--- src/rtl/video_fifo_axi_wr_burst_if.sv ---
// AXI4 write-channel bundle (AW/W/B) for the video FIFO drain stage.
// master: burst generator side; slave: interconnect / memory side.
interface video_fifo_axi_wr_burst_if #(
    parameter int DATA_WIDTH = 32,
    parameter int ADDR_WIDTH = 32
);
    logic [3:0]              awid;
    logic [ADDR_WIDTH-1:0]   awaddr;
    logic [7:0]              awlen;
    logic [2:0]              awsize;
    logic [1:0]              awburst;
    logic                    awvalid;
    logic                    awready;
    logic [DATA_WIDTH-1:0]   wdata;
    logic [DATA_WIDTH/8-1:0] wstrb;
    logic                    wlast;
    logic                    wvalid;
    logic                    wready;
    logic [1:0]              bresp;
    logic                    bvalid;
    logic                    bready;

    modport master (
        output awid, awaddr, awlen, awsize, awburst, awvalid,
        input  awready,
        output wdata, wstrb, wlast, wvalid,
        input  wready,
        input  bresp, bvalid,
        output bready
    );

    modport slave (
        input  awid, awaddr, awlen, awsize, awburst, awvalid,
        output awready,
        input  wdata, wstrb, wlast, wvalid,
        output wready,
        output bresp, bvalid,
        input  bready
    );
endinterface

--- src/rtl/video_fifo_axi_wr_burst.sv ---
// Drains the video write FIFO in fixed-length AXI4 INCR write bursts,
// walking a linear address through one frame region (wraps, re-based by
// frame_start). Ports: rd_clk/rd_rst, frame_start, FIFO read side
// (fifo_rd_*), AXI write bus m (AW/W/B), busy, err.
// Optional: define VIDEO_AXI_WR_ERR_EN for a sticky bad-bresp flag on err.
module video_fifo_axi_wr_burst #(
    parameter int          DATA_WIDTH  = 32,
    parameter int          LEVEL_WIDTH = 11,
    parameter int          ADDR_WIDTH  = 32,
    parameter int          BURST_LEN   = 16,
    parameter int unsigned FRAME_BASE  = 0,
    parameter int unsigned FRAME_BYTES = 3686400,
    parameter logic [3:0]  AXI_ID      = 4'd0
) (
    input  logic                   rd_clk,
    input  logic                   rd_rst,
    input  logic                   frame_start,
    output logic                   fifo_rd_en,
    input  logic [DATA_WIDTH-1:0]  fifo_rd_data,
    input  logic                   fifo_rd_empty,
    input  logic [LEVEL_WIDTH-1:0] fifo_rd_water_level,
    video_fifo_axi_wr_burst_if.master m,
    output logic                   busy,
    output logic                   err
);
    localparam int BB = BURST_LEN * DATA_WIDTH / 8;
    localparam logic [ADDR_WIDTH-1:0] BASE = ADDR_WIDTH'(FRAME_BASE);
    localparam logic [ADDR_WIDTH-1:0] LIMIT =
        ADDR_WIDTH'(FRAME_BASE + FRAME_BYTES);

    localparam logic [1:0] S_IDLE = 2'd0;
    localparam logic [1:0] S_AW   = 2'd1;
    localparam logic [1:0] S_W    = 2'd2;
    localparam logic [1:0] S_B    = 2'd3;

    logic [1:0]            state_q, state_d;
    logic [ADDR_WIDTH-1:0] addr_q, addr_d, addr_nxt;
    logic                  pend_q, pend_d;
    logic [8:0]            rcnt_q, rcnt_d;
    logic [8:0]            bcnt_q, bcnt_d;
    logic                  infl_q;
    logic [DATA_WIDTH-1:0] sk_q [2];
    logic                  sk_wp_q, sk_rp_q;
    logic [1:0]            sk_n_q;
    logic [1:0]            occ;
    logic                  pop, last;

    assign m.awid    = AXI_ID;
    assign m.awaddr  = addr_q;
    assign m.awlen   = 8'(BURST_LEN - 1);
    assign m.awsize  = 3'($clog2(DATA_WIDTH / 8));
    assign m.awburst = 2'b01;
    assign m.awvalid = (state_q == S_AW);
    assign m.wvalid  = (state_q == S_W) && (sk_n_q != 2'd0);
    assign m.wdata   = sk_q[sk_rp_q];
    assign m.wstrb   = '1;
    assign last      = (bcnt_q == 9'(BURST_LEN - 1));
    assign m.wlast   = m.wvalid && last;
    assign m.bready  = (state_q == S_B);
    assign busy      = (state_q != S_IDLE);

    assign pop = m.wvalid && m.wready;
    // Occupancy after this cycle's pop, so a read can be issued every
    // cycle while the consumer keeps pace.
    assign occ = sk_n_q - 2'(pop);
    assign fifo_rd_en = (state_q == S_W) &&
                        (rcnt_q < 9'(BURST_LEN)) &&
                        (3'(occ) + 3'(infl_q) < 3'd2) &&
                        !fifo_rd_empty;

    assign addr_nxt = addr_q + ADDR_WIDTH'(BB);

    always_comb begin
        state_d = state_q;
        addr_d  = addr_q;
        pend_d  = pend_q | frame_start;
        rcnt_d  = rcnt_q;
        bcnt_d  = bcnt_q;
        case (state_q)
            S_IDLE: begin
                if (pend_q) begin
                    addr_d = BASE;
                    pend_d = frame_start;
                end
                if (fifo_rd_water_level >= LEVEL_WIDTH'(BURST_LEN))
                    state_d = S_AW;
            end
            S_AW: begin
                if (m.awready) begin
                    state_d = S_W;
                    rcnt_d  = '0;
                    bcnt_d  = '0;
                end
            end
            S_W: begin
                if (fifo_rd_en)
                    rcnt_d = rcnt_q + 9'd1;
                if (pop) begin
                    bcnt_d = bcnt_q + 9'd1;
                    if (last)
                        state_d = S_B;
                end
            end
            default: begin
                if (m.bvalid) begin
                    addr_d  = (addr_nxt == LIMIT) ? BASE : addr_nxt;
                    state_d = S_IDLE;
                end
            end
        endcase
    end

    always_ff @(posedge rd_clk) begin
        if (rd_rst) begin
            state_q <= S_IDLE;
            addr_q  <= BASE;
            pend_q  <= 1'b0;
            rcnt_q  <= '0;
            bcnt_q  <= '0;
            infl_q  <= 1'b0;
            sk_wp_q <= 1'b0;
            sk_rp_q <= 1'b0;
            sk_n_q  <= '0;
        end else begin
            state_q <= state_d;
            addr_q  <= addr_d;
            pend_q  <= pend_d;
            rcnt_q  <= rcnt_d;
            bcnt_q  <= bcnt_d;
            infl_q  <= fifo_rd_en;
            if (infl_q)
                sk_wp_q <= ~sk_wp_q;
            if (pop)
                sk_rp_q <= ~sk_rp_q;
            sk_n_q <= sk_n_q + 2'(infl_q) - 2'(pop);
        end
    end

    // Skid payload needs no reset; occupancy gates its use.
    always_ff @(posedge rd_clk) begin
        if (infl_q)
            sk_q[sk_wp_q] <= fifo_rd_data;
    end

`ifdef VIDEO_AXI_WR_ERR_EN
    logic err_q;
    always_ff @(posedge rd_clk) begin
        if (rd_rst)
            err_q <= 1'b0;
        else if ((state_q == S_B) && m.bvalid && (m.bresp != 2'b00))
            err_q <= 1'b1;
    end
    assign err = err_q;
`else
    wire unused_bresp = ^m.bresp;
    assign err = 1'b0;
`endif

endmodule

--- src/flat_wrapper.sv ---
// flat-port wrapper written by rule: the top's interface ports become plain ports
module video_fifo_axi_wr_burst_flat 
#(
    parameter int          DATA_WIDTH  = 32,
    parameter int          LEVEL_WIDTH = 11,
    parameter int          ADDR_WIDTH  = 32,
    parameter int          BURST_LEN   = 16,
    parameter int unsigned FRAME_BASE  = 0,
    parameter int unsigned FRAME_BYTES = 3686400,
    parameter logic [3:0]  AXI_ID      = 4'd0
)
  (rd_clk, rd_rst, frame_start, fifo_rd_en, fifo_rd_data, fifo_rd_empty, fifo_rd_water_level, busy, err, m_awid, m_awaddr, m_awlen, m_awsize, m_awburst, m_awvalid, m_awready, m_wdata, m_wstrb, m_wlast, m_wvalid, m_wready, m_bresp, m_bvalid, m_bready);
  video_fifo_axi_wr_burst_if #(.DATA_WIDTH(DATA_WIDTH), .ADDR_WIDTH(ADDR_WIDTH)) m_i ();
  input  logic rd_clk;
  input  logic rd_rst;
  input  logic frame_start;
  output logic fifo_rd_en;
  input  logic [DATA_WIDTH-1:0] fifo_rd_data;
  input  logic fifo_rd_empty;
  input  logic [LEVEL_WIDTH-1:0] fifo_rd_water_level;
  output logic busy;
  output logic err;
  output wire logic [$bits(m_i.awid)-1:0] m_awid;
  output wire logic [$bits(m_i.awaddr)-1:0] m_awaddr;
  output wire logic [$bits(m_i.awlen)-1:0] m_awlen;
  output wire logic [$bits(m_i.awsize)-1:0] m_awsize;
  output wire logic [$bits(m_i.awburst)-1:0] m_awburst;
  output wire logic [$bits(m_i.awvalid)-1:0] m_awvalid;
  input wire logic [$bits(m_i.awready)-1:0] m_awready;
  output wire logic [$bits(m_i.wdata)-1:0] m_wdata;
  output wire logic [$bits(m_i.wstrb)-1:0] m_wstrb;
  output wire logic [$bits(m_i.wlast)-1:0] m_wlast;
  output wire logic [$bits(m_i.wvalid)-1:0] m_wvalid;
  input wire logic [$bits(m_i.wready)-1:0] m_wready;
  input wire logic [$bits(m_i.bresp)-1:0] m_bresp;
  input wire logic [$bits(m_i.bvalid)-1:0] m_bvalid;
  output wire logic [$bits(m_i.bready)-1:0] m_bready;
  assign m_awid = m_i.awid;
  assign m_awaddr = m_i.awaddr;
  assign m_awlen = m_i.awlen;
  assign m_awsize = m_i.awsize;
  assign m_awburst = m_i.awburst;
  assign m_awvalid = m_i.awvalid;
  assign m_i.awready = m_awready;
  assign m_wdata = m_i.wdata;
  assign m_wstrb = m_i.wstrb;
  assign m_wlast = m_i.wlast;
  assign m_wvalid = m_i.wvalid;
  assign m_i.wready = m_wready;
  assign m_i.bresp = m_bresp;
  assign m_i.bvalid = m_bvalid;
  assign m_bready = m_i.bready;
  video_fifo_axi_wr_burst #(.DATA_WIDTH(DATA_WIDTH), .LEVEL_WIDTH(LEVEL_WIDTH), .ADDR_WIDTH(ADDR_WIDTH), .BURST_LEN(BURST_LEN), .FRAME_BASE(FRAME_BASE), .FRAME_BYTES(FRAME_BYTES), .AXI_ID(AXI_ID)) u_core (.rd_clk(rd_clk), .rd_rst(rd_rst), .frame_start(frame_start), .fifo_rd_en(fifo_rd_en), .fifo_rd_data(fifo_rd_data), .fifo_rd_empty(fifo_rd_empty), .fifo_rd_water_level(fifo_rd_water_level), .m(m_i), .busy(busy), .err(err));
endmodule
--- config.mk ---
export PLATFORM = sky130hd
export DESIGN_NAME = video_fifo_axi_wr_burst_flat
export DESIGN_NICKNAME = d
export VERILOG_FILES = /design/src/rtl/video_fifo_axi_wr_burst_if.sv /design/src/rtl/video_fifo_axi_wr_burst.sv /design/src/flat_wrapper.sv
export SDC_FILE = /design/constraint.sdc
export NUM_CORES = 1
export LEC_CHECK = 0
export CORE_ASPECT_RATIO = 1.5
export CORE_MARGIN = 2
export CORE_UTILIZATION = 35
export CTS_CLUSTER_DIAMETER = 60
export DETAILED_ROUTE_END_ITERATION = 6
export HOLD_SLACK_MARGIN = 0.15
export SYNTH_ARGS = -nofsm -noshare
export SYNTH_HDL_FRONTEND = slang
export SYNTH_SLANG_ARGS = --single-unit
--- constraint.sdc ---
create_clock -name rd_clk -period 6.8 [get_ports rd_clk]
set_clock_uncertainty 0.2 [all_clocks]
set_input_delay 1.02 -clock rd_clk [delete_from_list [all_inputs] [get_ports rd_clk]]
set_output_delay 1.02 -clock rd_clk [all_outputs]
set_load 0.005 [all_outputs]
# Yosys cells after proc, flatten, opt, wreduce, memory -nomap -nowiden
# Memories as Yosys holds them, arrays and structs flattened. A register that Yosys moved wholly into a read port is not among the register bits.
# Cells that the tools add are included.
dict set report totals {
  ff_bits 58
  latch_bits 0
  mem_bits_rw 64
  rom_bits 0
  inputBits 52
  output_inout_bits 92
  wordCells 74
  mem_count 1
}
dict set report op_classes {
  addsub 7
  mul 0
  div 0
  magnitude_cmp 3
  n_eq_ne 11
  n_shift 0
  muxes 21
  bitwise_logic 4
  reduce_logical 18
}
# name words word_bits read_ports rd_ports_with_merged_regs write_ports line_no
set mem_list {}
lappend mem_list {u_core.sk_q 2 32 1 1 1 video_fifo_axi_wr_burst.sv:42} ;# logic [DATA_WIDTH-1:0] sk_q [2];
# cell n
set op_table {}
lappend op_table {{$mux W32} 3}
lappend op_table {{$pmux W32 S2} 1}
lappend op_table {{$pmux W9 S2} 2}
lappend op_table {{$add A32 B7 Y32 const B} 1}
lappend op_table {{$eq A32 B22 Y1 const B} 1}
lappend op_table {{$mux W9} 3}
lappend op_table {{$add A9 B1 Y9 const B} 2}
lappend op_table {{$ge A11 B5 Y1 const B} 1}
lappend op_table {{$mux W2} 5}
lappend op_table {{$ne A2 B1 Y1 const B} 5}
lappend op_table {{$eq A9 B4 Y1 const B} 1}
lappend op_table {{$lt A9 B5 Y1 const B} 1}
lappend op_table {{$reduce_and A3 Y1} 3}
lappend op_table {{$reduce_bool A2 Y1} 4}
lappend op_table {{$logic_and A1 B1 Y1} 6}
lappend op_table {{$mux W1} 6}
lappend op_table {{$pmux W2 S3} 1}
lappend op_table {{$reduce_and A5 Y1} 1}
lappend op_table {{$eq A2 B2 Y1 const B} 2}
lappend op_table {{$reduce_bool A4 Y1} 1}
lappend op_table {{$sub A2 B1 Y2} 2}
lappend op_table {{$add A2 B1 Y3} 1}
lappend op_table {{$lt A3 B2 Y1 const B} 1}
lappend op_table {{$not A1 Y1} 3}
lappend op_table {{other kinds (7)} 7}

# Depth between registers and ports, before layout
dict set report depth {
  ltp_word 10
  ltp_mapped 13
  ltp_nobuf 13
}

# Worst setup path after synthesis
# Ideal clock, no wire load.
dict set report synth_path {
  kind {input to register}
  startpoint {input port m_wready}
  endpoint {register u_core.bcnt_q[2]}
  setup_ns 0.128
  t_arrival_ns 2.798
  required_time_ns 6.472
  path_slack_ns 3.675
  stages 10
  path_buffers 2
  path_cell_list {nand2_1 inv_1 ha_1 xnor2_1 o2111ai_1 a21oi_1 a21o_1 clkbuf_1 buf_1 nor2_1}
}
dict set report synth_via {
  elab_chain_cells 3
}
# element line_no
set synth_lines {}
lappend synth_lines {{start: declaration} flat_wrapper.sv:34} ;# input wire logic [$bits(m_i.wready)-1:0] m_wready;
lappend synth_lines {{$logic_and A1 B1 Y1} video_fifo_axi_wr_burst.sv:62} ;# assign pop = m.wvalid && m.wready;
lappend synth_lines {{named net u_core.pop} video_fifo_axi_wr_burst.sv:46} ;# logic pop, last;
lappend synth_lines {{$ne A2 B1 Y1 (no line)} --}
lappend synth_lines {{$reduce_and A3 Y1 (no line)} --}
lappend synth_lines {{end signal: assignment} video_fifo_axi_wr_burst.sv:129} ;# bcnt_q <= bcnt_d;
lappend synth_lines {{end: declaration} video_fifo_axi_wr_burst.sv:40} ;# logic [8:0] bcnt_q, bcnt_d;
# The timed path passes the listed nets, and every way through them passes these cells.
# A chain may end at the register's enable or synchronous reset.

# Worst setup path in the final report
dict set report layout_path {
  startpoint {input port m_wready}
  endpoint {output port fifo_rd_en}
}
dict set report layout_via {
  elab_chain_cells 6
}
# element line_no
set layout_lines {}
lappend layout_lines {{$logic_and A1 B1 Y1} video_fifo_axi_wr_burst.sv:62}
lappend layout_lines {{named net u_core.pop} video_fifo_axi_wr_burst.sv:46}
lappend layout_lines {{$sub A2 B1 Y2} video_fifo_axi_wr_burst.sv:65} ;# assign occ = sk_n_q - 2'(pop);
lappend layout_lines {{$add A2 B1 Y3} video_fifo_axi_wr_burst.sv:68} ;# (3'(occ) + 3'(infl_q) < 3'd2) &&
lappend layout_lines {{$lt A3 B2 Y1} video_fifo_axi_wr_burst.sv:68}
lappend layout_lines {{$logic_and A1 B1 Y1} video_fifo_axi_wr_burst.sv:67} ;# (rcnt_q < 9'(BURST_LEN)) &&
lappend layout_lines {{$logic_and A1 B1 Y1} video_fifo_axi_wr_burst.sv:68}
lappend layout_lines {{end: declaration} flat_wrapper.sv:17} ;# output logic fifo_rd_en;
# The timed path passes the listed nets, and every way through them passes these cells.

==> flow_summary_export.csv <==
group,metric,value,unit
power,p_leak,2.59,nW
timing,slew_viol_final,0,
critical_path,crit_required,5580,ps
critical_path,crit_fanout,3,
timing,setup_ws,2770,ps
power,ir_drop,0.148,mV
critical_path,worstRegToRegCells,7,
yosys,synth_edf_count,64,
route,routedLengthMet1,5330,um
yosys,yosysTopAreaCell,"edfxtp_1",
route,routed_via_density,5.13,
critical_path,cp_slowest_stage_delay,500,ps
critical_path,worstSetupPathType,"in -> out",
placed_design,gp_congestion,0.846,
timing,relSlewSlack,32.8,%
placed_design,port-buffer-count,109,
timing,final-hold-violation-count,0,
yosys,synth-warning-count,0,
critical_path,cp-start-kind,"input pin",
critical_path,cp.arrival,2810,ps
route,wl_per_cell,15.9,um
placed_design,postPlaceCellArea,0.00683,mm^2
critical_path,cpMaxStageDelayCell,"clkdlybuf4s50_1",
finish,synthToLayoutAreaGrowth,30.3,%
route,drtIter0Drc,182,
grt,first_global_vias,4381,
route,route.vias.total,4374,
yosys,ys_seq_area_share,52.5,%
timing,rsz0062_at_grt,"no",
timing,finalHoldWorstSlack,298,ps
cts,cts_tree,"built",
finish,layout-drive-gt1-share,13.0,%
timing,fmax,248,MHz
finish,diodes,0,
timing,worst_pin_slew,1000,ps
cts,htreeDepth,4,
floorplan,ioPinCount,144,
floorplan,die_area,0.0173,mm^2
floorplan,num_rows,57,
timing,layout_min_cycle_time,4030,ps
cts,cts_setup_buffers,0,
critical_path,critical_path.cell_chain,"clkdlybuf4s50_1 > nand2_1 > inv_1 > ha_1 > xnor2_1 > o2111ai_1 > inv_1 > clkdlybuf4s50_1",
cts,clkTransAtPathRegs,50,ps
route,wl_met3,996,um
finish,final_cell_area,0.00741,mm^2
route,drc,0,
worst_hold_path,hp-class,"reg -> reg",
power,power_density,268,mW/mm^2
yosys,ys.flop_type,"edfxtp_1",
grt,grt_pass1_wl,21500,um
yosys,syn_area,0.00569,mm^2
yosys,synthCells,533,
cts,cts_buffers,17,
route,ant_nets,0,
finish,final_cells,853,
route,top_layer_used,"met4",
yosys,synth.avg_cell_area,10.7,um^2
cts,clk_latency,400,ps
cts,root_buffer,"clkbuf_16",
power,finalPower,1.99,mW
cts,clockBufferDepth,2,
yosys,synthArstFlopShare,0,%
floorplan,die_x,108,um
cts,cts_resized,0,
grt,grt_max_degree,41,
placed_design,dp_slack,2620,ps
route,first_pass_iters,5,
critical_path,cp.depth,8,
route,met2_length,7090,um
timing,finalCritPeriodShare,59.2,%
grt,grt-ovfl-total,0,
cts,hold_buffers,0,
floorplan,coreArea,0.0160,mm^2
yosys,synth_seq_cells,117,
route,wl,13600,um
critical_path,crit_path_end_kind,"output pin",
yosys,ys_top_cells_by_area,"edfxtp_1 34%, dfxtp_1 19%, mux2_2 6.5%",
critical_path,crit_family,"buffers and inverters",
floorplan,start_util,35.4,%
floorplan,fp.dieH,160,um
placed_design,dp.cells,821,
yosys,yosysMostFrequentCell,"edfxtp_1",
timing,finalSetupViolations,0,
grt,grt.total_usage,15.7,%
placed_design,post-dp-hpwl,9380,um
yosys,yosysTopAreaCellShare,33.8,%
timing,finalSetupTns,0,ps
finish,postLayoutCoreUtil,46.2,%
outcome,status,"finished clean",
grt,antenna_found_initial,0,
yosys,synthDistinctLibCells,61,
yosys,ys_top_cells_by_count,"64 x edfxtp_1, 53 x dfxtp_1, 49 x nor2_1",
critical_path,worst-path-buf-inv,4,
worst_hold_path,hold_depth,2,
finish,finalNetCount,696,
flow_run,cap_violations,0,
cts,clkSinkCount,117,
==> report_power, final <==
group / switching (mW) / internal [mW]
clock: 0.333 / 0.542
combinational: 0.192 / 0.129
sequential: 0.0168 / 0.775
total: 0.543 / 1.44
==> routing by layer <==
metal | track usage, % | vias to the layer above
met2 | 28.4 | 191
met1 | 17.0 | 2061
met5 | 0 | -
met4 | 6.29 | 0
met3 | 4.29 | 13
li1 | - | 2109
==> state kept, by name (all words and copies together) (netlist names), named ones only <==
signal / cells
u_core.sk_n_q: 2
u_core.sk_q: 64
u_core.state_q: 2
u_core.bcnt_q: 9
u_core.sk_rp_q: 1
u_core.rcnt_q: 9
u_core.sk_wp_q: 1
u_core.m.awaddr: 26
u_core.infl_q: 1
u_core.pend_q: 1
==> worst paths after layout <==
| check | startpoint | to | slack (ps) |
|---|---|---|---|
| worst max-delay path | m_wready | fifo_rd_en | 2770 |
| worst max register to register | u_core.state_q[0] | u_core.m.awaddr[24] | 2900 |
| worst min register to register | u_core.bcnt_q[5] | u_core.bcnt_q[5] | 300 |
| worst min-delay path | u_core.bcnt_q[5] | u_core.bcnt_q[5] | 300 |
==> tightest hold or removal path, cell delays in order, from the launching register on <==
cell and delay (ps):
dfxtp_1 320, o21ai_0 70, a21oi_1 60
==> placed cells by master, fill, tap and decap left out, types with 12 or more instances in the layout <==
cell	n
nor2_1	48
dfxtp_1	53
o21ai_0	27
clkbuf_16	17
nand4_1	13
nand2_1	30
inv_1	12
edfxtp_1	64
conb_1	28
nand3_1	14
a21oi_1	30
clkdlybuf4s50_1	109
mux2_2	33
==> layout make-up <==
class	count	area (um^2)
inverters	12	45.0
clock inverters	15	154
repair buffers	112	1110
clock buffers	17	425
fillers	1522	8640
well taps	206	258
flip-flops and latches	117	2980
multi-input cells	374	2430
==> cell families after synthesis <==
family | share of synthesized area, %
muxes | 7.42
xor gates and xnor gates | 3.08
and+or+nand+nor | 18.2
buffers and inverters | 6.67
AOI/OAI and AO/OA | 9.88
adders and majority gates | 2.20
DFF | 52.5
other | 0.132
No activity file was read; power rests on OpenSTA's default activity.
